--- config.mk ---
export PLATFORM = sky130hd
export DESIGN_NAME = multicycle_control_fsm
export DESIGN_NICKNAME = d
export VERILOG_FILES = /design/src/rtl/multicycle_control_fsm.sv
export SDC_FILE = /design/constraint.sdc
export NUM_CORES = 1
export LEC_CHECK = 0
export BUFFER_PORTS_ARGS = -buffer_cell sky130_fd_sc_hd__buf_2
export CELL_PAD_IN_SITES_DETAIL_PLACEMENT = 0
export CELL_PAD_IN_SITES_GLOBAL_PLACEMENT = 1
export CORE_ASPECT_RATIO = 1.25
export CORE_MARGIN = 2
export CORE_UTILIZATION = 38
export CTS_CLUSTER_SIZE = 12
export DETAILED_ROUTE_END_ITERATION = 6
export PLACE_DENSITY = 0.83
export SYNTH_ARGS = -nofsm -noshare
export SYNTH_HDL_FRONTEND = slang
export SYNTH_SLANG_ARGS = --single-unit
--- constraint.sdc ---
create_clock -name clk -period 5.4 [get_ports clk]
set_clock_uncertainty 0.05 [all_clocks]
set_input_delay 0.54 -clock clk [delete_from_list [all_inputs] [get_ports clk]]
set_output_delay 0.54 -clock clk [all_outputs]
set_load 0.005 [all_outputs]
--- src/rtl/multicycle_control_fsm.sv ---
// Main control FSM of the multi-cycle RV32I core. Every instruction runs
// through IF/ID/EX/MEM/WB. The FSM drives all datapath enables and mux
// selects. It stalls IF and MEM on a fixed-latency unified memory and stops
// the core on a halting ECALL.
module multicycle_control_fsm #(
    parameter int unsigned MEM_LATENCY = 1  // cycles per memory access, 1..15
) (
    input  logic       clk,
    input  logic       reset,
    input  logic [6:0] opcode,
    input  logic       bcond,
    input  logic       halt_req,
    output logic       pc_write,
    output logic       pc_source,
    output logic       i_or_d,
    output logic       mem_read,
    output logic       mem_write,
    output logic       ir_write,
    output logic       reg_write,
    output logic [1:0] wb_src,
    output logic       alu_src_a,
    output logic [1:0] alu_src_b,
    output logic       alu_control,
    output logic       is_ecall,
    output logic       is_halted
);

    typedef enum logic [3:0] {
        S_IF,
        S_ID,
        S_EX,
        S_MEM,
        S_WB,
        S_JWB,
        S_ECALL,
        S_PC4,
        S_HALT
    } state_t;

    localparam logic [6:0] OP_R      = 7'b0110011;
    localparam logic [6:0] OP_IARITH = 7'b0010011;
    localparam logic [6:0] OP_LOAD   = 7'b0000011;
    localparam logic [6:0] OP_STORE  = 7'b0100011;
    localparam logic [6:0] OP_BRANCH = 7'b1100011;
    localparam logic [6:0] OP_JALR   = 7'b1100111;
    localparam logic [6:0] OP_JAL    = 7'b1101111;
    localparam logic [6:0] OP_ECALL  = 7'b1110011;

    localparam logic [3:0] CNT_LAST = 4'(MEM_LATENCY - 1);

    state_t     state_q, state_d;
    logic [3:0] cnt_q, cnt_d;
    // Cleared by reset, set on the first edge after release. Keeps all
    // outputs low and the FSM parked in IF until that edge, so the first
    // IF cycle starts on a clean clock boundary.
    logic       run_q;
    logic       cnt_last;

    assign cnt_last = (cnt_q == CNT_LAST);

    // State, latency counter and run flag registers
    always_ff @(posedge clk or posedge reset) begin
        if (reset) begin
            state_q <= S_IF;
            cnt_q   <= '0;
            run_q   <= 1'b0;
        end else begin
            run_q <= 1'b1;
            if (run_q) begin
                state_q <= state_d;
                cnt_q   <= cnt_d;
            end
        end
    end

    // Next-state and counter logic
    always_comb begin
        state_d = state_q;
        cnt_d   = cnt_q;
        case (state_q)
            S_IF: begin
                if (cnt_last) begin
                    cnt_d   = '0;
                    state_d = S_ID;
                end else begin
                    cnt_d = cnt_q + 4'd1;
                end
            end
            S_ID: begin
                case (opcode)
                    OP_R, OP_IARITH, OP_LOAD, OP_STORE, OP_BRANCH, OP_JALR:
                        state_d = S_EX;
                    OP_JAL:   state_d = S_JWB;
                    OP_ECALL: state_d = S_ECALL;
                    default:  state_d = S_PC4;
                endcase
            end
            S_EX: begin
                case (opcode)
                    OP_R, OP_IARITH:   state_d = S_WB;
                    OP_LOAD, OP_STORE: state_d = S_MEM;
                    OP_JALR:           state_d = S_JWB;
                    OP_BRANCH:         state_d = bcond ? S_IF : S_PC4;
                    default:           state_d = S_PC4;
                endcase
            end
            S_MEM: begin
                if (cnt_last) begin
                    cnt_d   = '0;
                    state_d = (opcode == OP_LOAD) ? S_WB : S_IF;
                end else begin
                    cnt_d = cnt_q + 4'd1;
                end
            end
            S_WB, S_JWB, S_PC4: state_d = S_IF;
            S_ECALL:            state_d = halt_req ? S_HALT : S_IF;
            S_HALT:             state_d = S_HALT;
            default:            state_d = S_IF;
        endcase
    end

    // Datapath control outputs, all low unless the state asserts them
    always_comb begin
        pc_write    = 1'b0;
        pc_source   = 1'b0;
        i_or_d      = 1'b0;
        mem_read    = 1'b0;
        mem_write   = 1'b0;
        ir_write    = 1'b0;
        reg_write   = 1'b0;
        wb_src      = 2'b00;
        alu_src_a   = 1'b0;
        alu_src_b   = 2'b00;
        alu_control = 1'b0;
        is_ecall    = 1'b0;
        is_halted   = 1'b0;
        if (run_q) begin
            case (state_q)
                S_IF: begin
                    mem_read = 1'b1;
                    ir_write = cnt_last;
                end
                S_ID: begin
                    alu_src_b   = 2'b10;
                    alu_control = 1'b1;
                end
                S_EX: begin
                    alu_src_a = 1'b1;
                    case (opcode)
                        OP_R: ;
                        OP_IARITH: alu_src_b = 2'b10;
                        OP_LOAD, OP_STORE, OP_JALR: begin
                            alu_src_b   = 2'b10;
                            alu_control = 1'b1;
                        end
                        OP_BRANCH: begin
                            pc_write  = bcond;
                            pc_source = bcond;
                        end
                        default: ;
                    endcase
                end
                S_MEM: begin
                    i_or_d = 1'b1;
                    if (opcode == OP_LOAD) begin
                        mem_read = 1'b1;
                    end else if (opcode == OP_STORE && cnt_last) begin
                        mem_write   = 1'b1;
                        alu_src_b   = 2'b01;
                        alu_control = 1'b1;
                        pc_write    = 1'b1;
                    end
                end
                S_WB: begin
                    reg_write   = 1'b1;
                    wb_src      = (opcode == OP_LOAD) ? 2'b01 : 2'b00;
                    alu_src_b   = 2'b01;
                    alu_control = 1'b1;
                    pc_write    = 1'b1;
                end
                S_JWB: begin
                    alu_src_b   = 2'b01;
                    alu_control = 1'b1;
                    reg_write   = 1'b1;
                    wb_src      = 2'b10;
                    pc_write    = 1'b1;
                    pc_source   = 1'b1;
                end
                S_ECALL: begin
                    is_ecall = 1'b1;
                    if (!halt_req) begin
                        alu_src_b   = 2'b01;
                        alu_control = 1'b1;
                        pc_write    = 1'b1;
                    end
                end
                S_PC4: begin
                    alu_src_b   = 2'b01;
                    alu_control = 1'b1;
                    pc_write    = 1'b1;
                end
                S_HALT: is_halted = 1'b1;
                default: ;
            endcase
        end
    end

endmodule

==> results.tsv, run 1 <==
metric	value	unit
cts-htree-levels	1	
antenna_left	0	
powerDensity	341.6	mW/mm2
drive_gt1_share	26.06	%
startpoint_type	register	
grt_pass1_vias	826	
rows	19	
period_needed	2684	ps
rsz0062_at_grt	false	
multi_input_area	598.1	um2
synth.distinct_cells	45	
clockBufferDepth	2	
r2r_cells	7	
cts_tree	done	
finalSetupTns	0	ps
cts_root_buffer	clkbuf_4	
syn-num-nets	134	
grt_pass1_wl	3.615	mm
setup_violations	0	
report.final.hold_viol_count	0	
synth_seq_cells	9	
drt-wirelength-per-cell	12.54	um
reg2reg_to	state_q[0]	
syn_to_final_growth	16.53	%
synth_area_per_cell	7.383	um2
route.vias.total	934	
coreArea	0.002211	mm2
routed_wl	2.169	mm
ctsResizeCount	0	
synth_edf_count	0	
cp.required	4810	ps
initial_core_util	40.41	%
peakVddDrop	233.2	uV
async_flop_share	100.0	%
critPathKind	reg2out	
dp_hpwl	1.699	mm
path_max_fanout	3	
syn_inst	121	
regToRegSetupSlack	3530	ps
max-cap-violations	0	
clk_pin_slew_worst_paths	60	ps
syn_area	893.4	um2
diodes	0	
portBuffers	25	
cts_made_buffers	3	
min_path_type	in2async	
timing.fmax	372.6	MHz
final_common_cell	buf_2	
num-fill-cells	250	
worstSetupEndpointType	output pin	
dp_cells	169	
seqCellArea	225.2	um2
synth_warnings	0	
routed_via_density	5.399	
cts_setup_buffers	0	
yosysSeqAreaShare	25.21	%
crit_start	cnt_q[0]	
post-route-period-util	49.70	%
grt_max_degree	16	
layout_common_cells	25 x buf_2, 14 x nand2_1, 10 x a21oi_1, 10 x nor2_1, 9 x dfrtp_1	
die_h	58.21	um
drcViolationCount	0	
stdcell_count	173	
arrival	2090	ps
outcome	complete, no violations	
dr.pass1.iters	4	
io_pins	26	
grt_overflow	0	
clkLatencyLatePin	260	ps
dieArea	0.002757	mm2
drtIter0Drc	23	
power.leakage	0.4960	nW
track_usage	17.43	%
rr_startpoint	cnt_q[0]	
fp.dieW	47.37	um
antenna_found_initial	0	
synth_ff_type	dfrtp_1	
clkSinkCount	9	
nets	156	
gp_congestion	0.8695	
drv_slew	0	
cts_hold_buf	0	
flip-flops by register name, indices dropped and copies added (netlist names):
name and cells:
state_q 4, run_q 1, cnt_q 4
final cells by class:
class | count | share of cell area (%)
Multi-Input combinational cell | 97 | 57.45
Sequential cell | 9 | 21.63
Timing Repair Buffer | 25 | 12.02
Tap cell | 31 | 3.726
Inverter | 7 | 2.524
Clock buffer | 3 | 2.163
Clock inverter | 1 | 0.4808
Yosys cell counts (2+ instances only):
| cell | count | share of area, % |
|---|---|---|
| nand2_1 | 14 | 5.9 |
| a21oi_1 | 10 | 5.6 |
| nor2_1 | 10 | 4.2 |
| dfrtp_1 | 9 | 25 |
| nor3_1 | 8 | 4.5 |
| inv_1 | 7 | 2.9 |
| buf_2 | 5 | 2.8 |
| o21ai_0 | 5 | 2.8 |
| and3_1 | 4 | 2.8 |
| nand2b_1 | 4 | 2.8 |
| and2_1 | 3 | 2.1 |
| o22ai_1 | 3 | 2.1 |
| a21o_1 | 2 | 1.7 |
| clkbuf_1 | 2 | 0.84 |
| ha_1 | 2 | 2.8 |
| nor2b_1 | 2 | 1.4 |
| nor3b_1 | 2 | 1.7 |
| nor4_1 | 2 | 1.4 |
routing by layer:
| layer | part of all wire [%] | up-vias | track usage, % | routed length, um |
|---|---|---|---|---|
| li1 | - | 471 | - | - |
| met1 | 45 | 437 | 23.64 | 968 |
| met2 | 49 | 23 | 28.19 | 1072 |
| met3 | 4.5 | 3 | 1.558 | 97 |
| met4 | 1.5 | 0 | 5.952 | 32 |
| met5 | 0 | - | 0 | 0 |
worst max-delay path by stage:
stage          cells after the start     endpoint  slack, ps
2_1_floorplan                      6  alu_control       3230
3_3_place_gp                       6     mem_read       2810
3_5_place_dp                       6     mem_read       2810
4_1_cts                            7  alu_control       2700
5_1_grt                            7     pc_write       2560
6_report                           7     pc_write       2720
power breakdown:
| part | leakage (nW) | internal [mW] | switching, mW |
|---|---|---|---|
| Clock | 0.0177 | 0.0273 | 0.0237 |
| Combinational | 0.358 | 0.0842 | 0.0986 |
| Sequential | 0.120 | 0.0795 | 0.0424 |
| Total | 0.496 | 0.191 | 0.165 |
critical path, cell delays in order (launching register included):
cell,delay [ps]
dfrtp_1,400
inv_1,100
ha_1,160
or3b_1,410
nor4_1,340
a22oi_1,160
a21oi_1,150
buf_2,120
logic make-up (layout without fill, tap and decap cells):
kind of cell | after synthesis | count (layout) | share of synthesized area [%]
and+or+nand+nor | 62 | 62 | 39.50
AOI/OAI and AO/OA | 29 | 29 | 20.87
buffers and inverters | 15 | 36 | 7.843
DFF | 9 | 9 | 25.21
adders and majority gates | 2 | 2 | 2.801
muxes | 2 | 2 | 2.381
other | 1 | 1 | 0.4198
xor gates and xnor gates | 1 | 1 | 0.9806
through the flow:
step                      setup WS [ps]  util [%]  cell area, um2  hold WS (ps)  total power, mW
final                              2716     47.09            1041         168.5           0.3556
after CTS                          2704     47.09            1041         172.5           0.3598
after global routing               2561     47.09            1041         193.9           0.3940
after floorplan                    3232         -           893.4         317.9           0.2633
after detailed placement           2812     45.84            1013         446.7           0.3063
after global placement             2815     45.84            1013         446.1           0.3049
Power figures use the tool's default switching activity.
==> run 2, diff against run 1 <==
Settings changed: CORE_UTILIZATION 38 to 36, PLACE_DENSITY 0.83 to 0.8.
Clock period 5.4 ns to 2.8 ns, I/O delays scaled along.
==> run 2 against run 1 <==
Against the previous run: non-clock buffer count grew 1; combinational power rose by 94%; largest cell class unchanged; register-to-register slack worse by 2600 ps; final cell count increased by 1.7%; clock-buffer cell count rose by 1; setup slack worse by 2300 ps.
==> results.tsv, run 2 (synthesis gave the netlist of run 1 again) <==
metric	value	unit	change
antenna_found_initial	0		unchanged
powerDensity	655.9	mW/mm2	was 341.6 mW/mm2
outcome	complete, no violations		unchanged
timing.fmax	419.1	MHz	
top_layer_used	met4		unchanged
routed_via_density	5.267		was 5.399
grt_pass1_wl	3.636	mm	was 3.615 mm
drive_gt1_share	25.17	%	was 26.06%
cts_made_buffers	3		unchanged
dr_wl_met2	1.137	mm	was 1.072 mm
dieArea	0.002898	mm2	was 0.002757 mm2
drv_slew	0		unchanged
setup_violations	0		unchanged
syn_to_final_growth	17.79	%	was 16.53%
cts_root_buffer	clkbuf_4		unchanged
max-cap-violations	0		unchanged
drtIter0Drc	6		was 23
rows	20		was 19
io_pins	26		unchanged
clkSinkCount	9		unchanged
cts_setup_buffers	0		unchanged
max_slew.worst_pin.slew	574.3	ps	
drcViolationCount	0		unchanged
cts_tree	done		unchanged
coreArea	0.002402	mm2	was 0.002211 mm2
clkLatencyLatePin	260	ps	about the same
fp.dieW	48.56	um	was 47.37 um
rsz0062_at_grt	false		unchanged
layout_common_cells	25 x buf_2, 14 x nand2_1, 10 x a21oi_1, 10 x nor2_1, 9 x dfrtp_1		unchanged
utilization	43.80	%	was 47.09%
num-fill-cells	275		was 250
grt_max_degree	16		unchanged
ctsResizeCount	0		unchanged
route.vias.total	927		was 934
portBuffers	25		unchanged
startpoint_type	register		unchanged
period_needed	2386	ps	
wl_met3	92	um	was 97 um
stdcell_count	176		was 173
multi_input_area	598.1	um2	unchanged
cts-htree-levels	1		unchanged
cp.required	2470	ps	was 4810 ps
worstSetupEndpointType	output pin		unchanged
power.leakage	0.4974	nW	was 0.4960 nW
path_max_fanout	3		unchanged
clk_pin_slew_worst_paths	60	ps	about the same
gp_congestion	0.7817		was 0.8695
final_common_cell	buf_2		unchanged
dr.pass1.iters	4		unchanged
dp_hpwl	1.694	mm	was 1.699 mm
initial_core_util	37.19	%	was 40.41%
die_h	59.70	um	was 58.21 um
routed_wl	2.188	mm	was 2.169 mm
seqCellArea	225.2	um2	unchanged
dp_cells	171		was 169
report.final.hold_viol_count	0		unchanged
antenna_left	0		unchanged
clockBufferDepth	2		unchanged
wl_met1	932	um	was 968 um
track_usage	15.88	%	was 17.43%
finalSetupTns	0	ps	unchanged
grt_overflow	0		unchanged
critPathKind	reg2out		unchanged
relSlewSlack	61.63	%	
arrival	2060	ps	was 2090 ps
peakVddDrop	294.5	uV	was 233.2 uV
drt-wirelength-per-cell	12.43	um	was 12.54 um
post-route-period-util	85.22	%	
diodes	0		unchanged
nets	157		was 156
grt_pass1_vias	854		was 826
min_path_type	in2reg		was in2async
reg_top3	cnt_q x4, state_q x4, run_q x1		unchanged
[run 2: cell types whose count changed in the layout (fill, tap and decap cells not counted), sizes merged]
cell,change
clkinv,-1
dlygate4sd3,+1
clkbuf,+1
[run 2: where the power goes]
group	switching [mW]	leakage, nW	internal [mW]
Combinational	0.192	0.363	0.163
Sequential	0.0821	0.120	0.153
Clock	0.0446	0.0150	0.0549
Total	0.319	0.497	0.371
[run 2: final cells by class]
type                            count  area share [%]
Inverter                            7           2.497
Timing Repair Buffer               26           12.84
Tap cell                           33           3.924
Sequential cell                     9           21.40
Clock buffer                        4           2.497
Multi-Input combinational cell     97           56.84
[run 2: critical path, stage by stage, from the launching register on]
cell and delay [ps]:
dfrtp_1 400, inv_1 90, ha_1 160, or3b_1 400, nor4_1 330, a22oi_1 160, a21oi_1 140, buf_2 120
[run 2: through the flow]
| step | instance area (um2) | hold slack, ps | power, mW | setup slack, ps |
|---|---|---|---|---|
| 2_1_floorplan | 893.4 | 57.92 | 0.5078 | 892.1 |
| 3_3_place_gp | 1016 | 205.4 | 0.5851 | 727.5 |
| 3_5_place_dp | 1016 | 209.4 | 0.5903 | 674.4 |
| 4_1_cts | 1052 | 401.6 | 0.6935 | 387.7 |
| 5_1_grt | 1052 | 426.7 | 0.7566 | 115.4 |
| 6_report | 1052 | 401.8 | 0.6902 | 413.8 |
[run 2: timing repair]
| action | 4_1_cts | 5_1_grt |
|---|---|---|
| hold buffers | 1 | 0 |
| hold endpoints to repair | 9 | 0 |
| endpoints found under the setup margin | 0 | 0 |
[run 2: per-layer routing]
layer  up-vias  GRT usage, %
li1        474             -
met2        18         30.56
met1       431         17.76
met3         4         2.250
met4         0         6.531
met5         -             0
[run 2: worst paths after layout]
path | slack (ps) | depth (start not counted) | startpoint | endpoint
max | 410 | 7 | cnt_q[0] | alu_control
min | 400 | 4 | opcode[3] | state_q[1]
max reg2reg | 890 | 7 | cnt_q[0] | state_q[0]
min reg2reg | 450 | 1 | cnt_q[3] | cnt_q[3]
max in group asynchronous | 1950 | 3 | reset | state_q[2]
min in group asynchronous | 480 | 3 | reset | cnt_q[0]
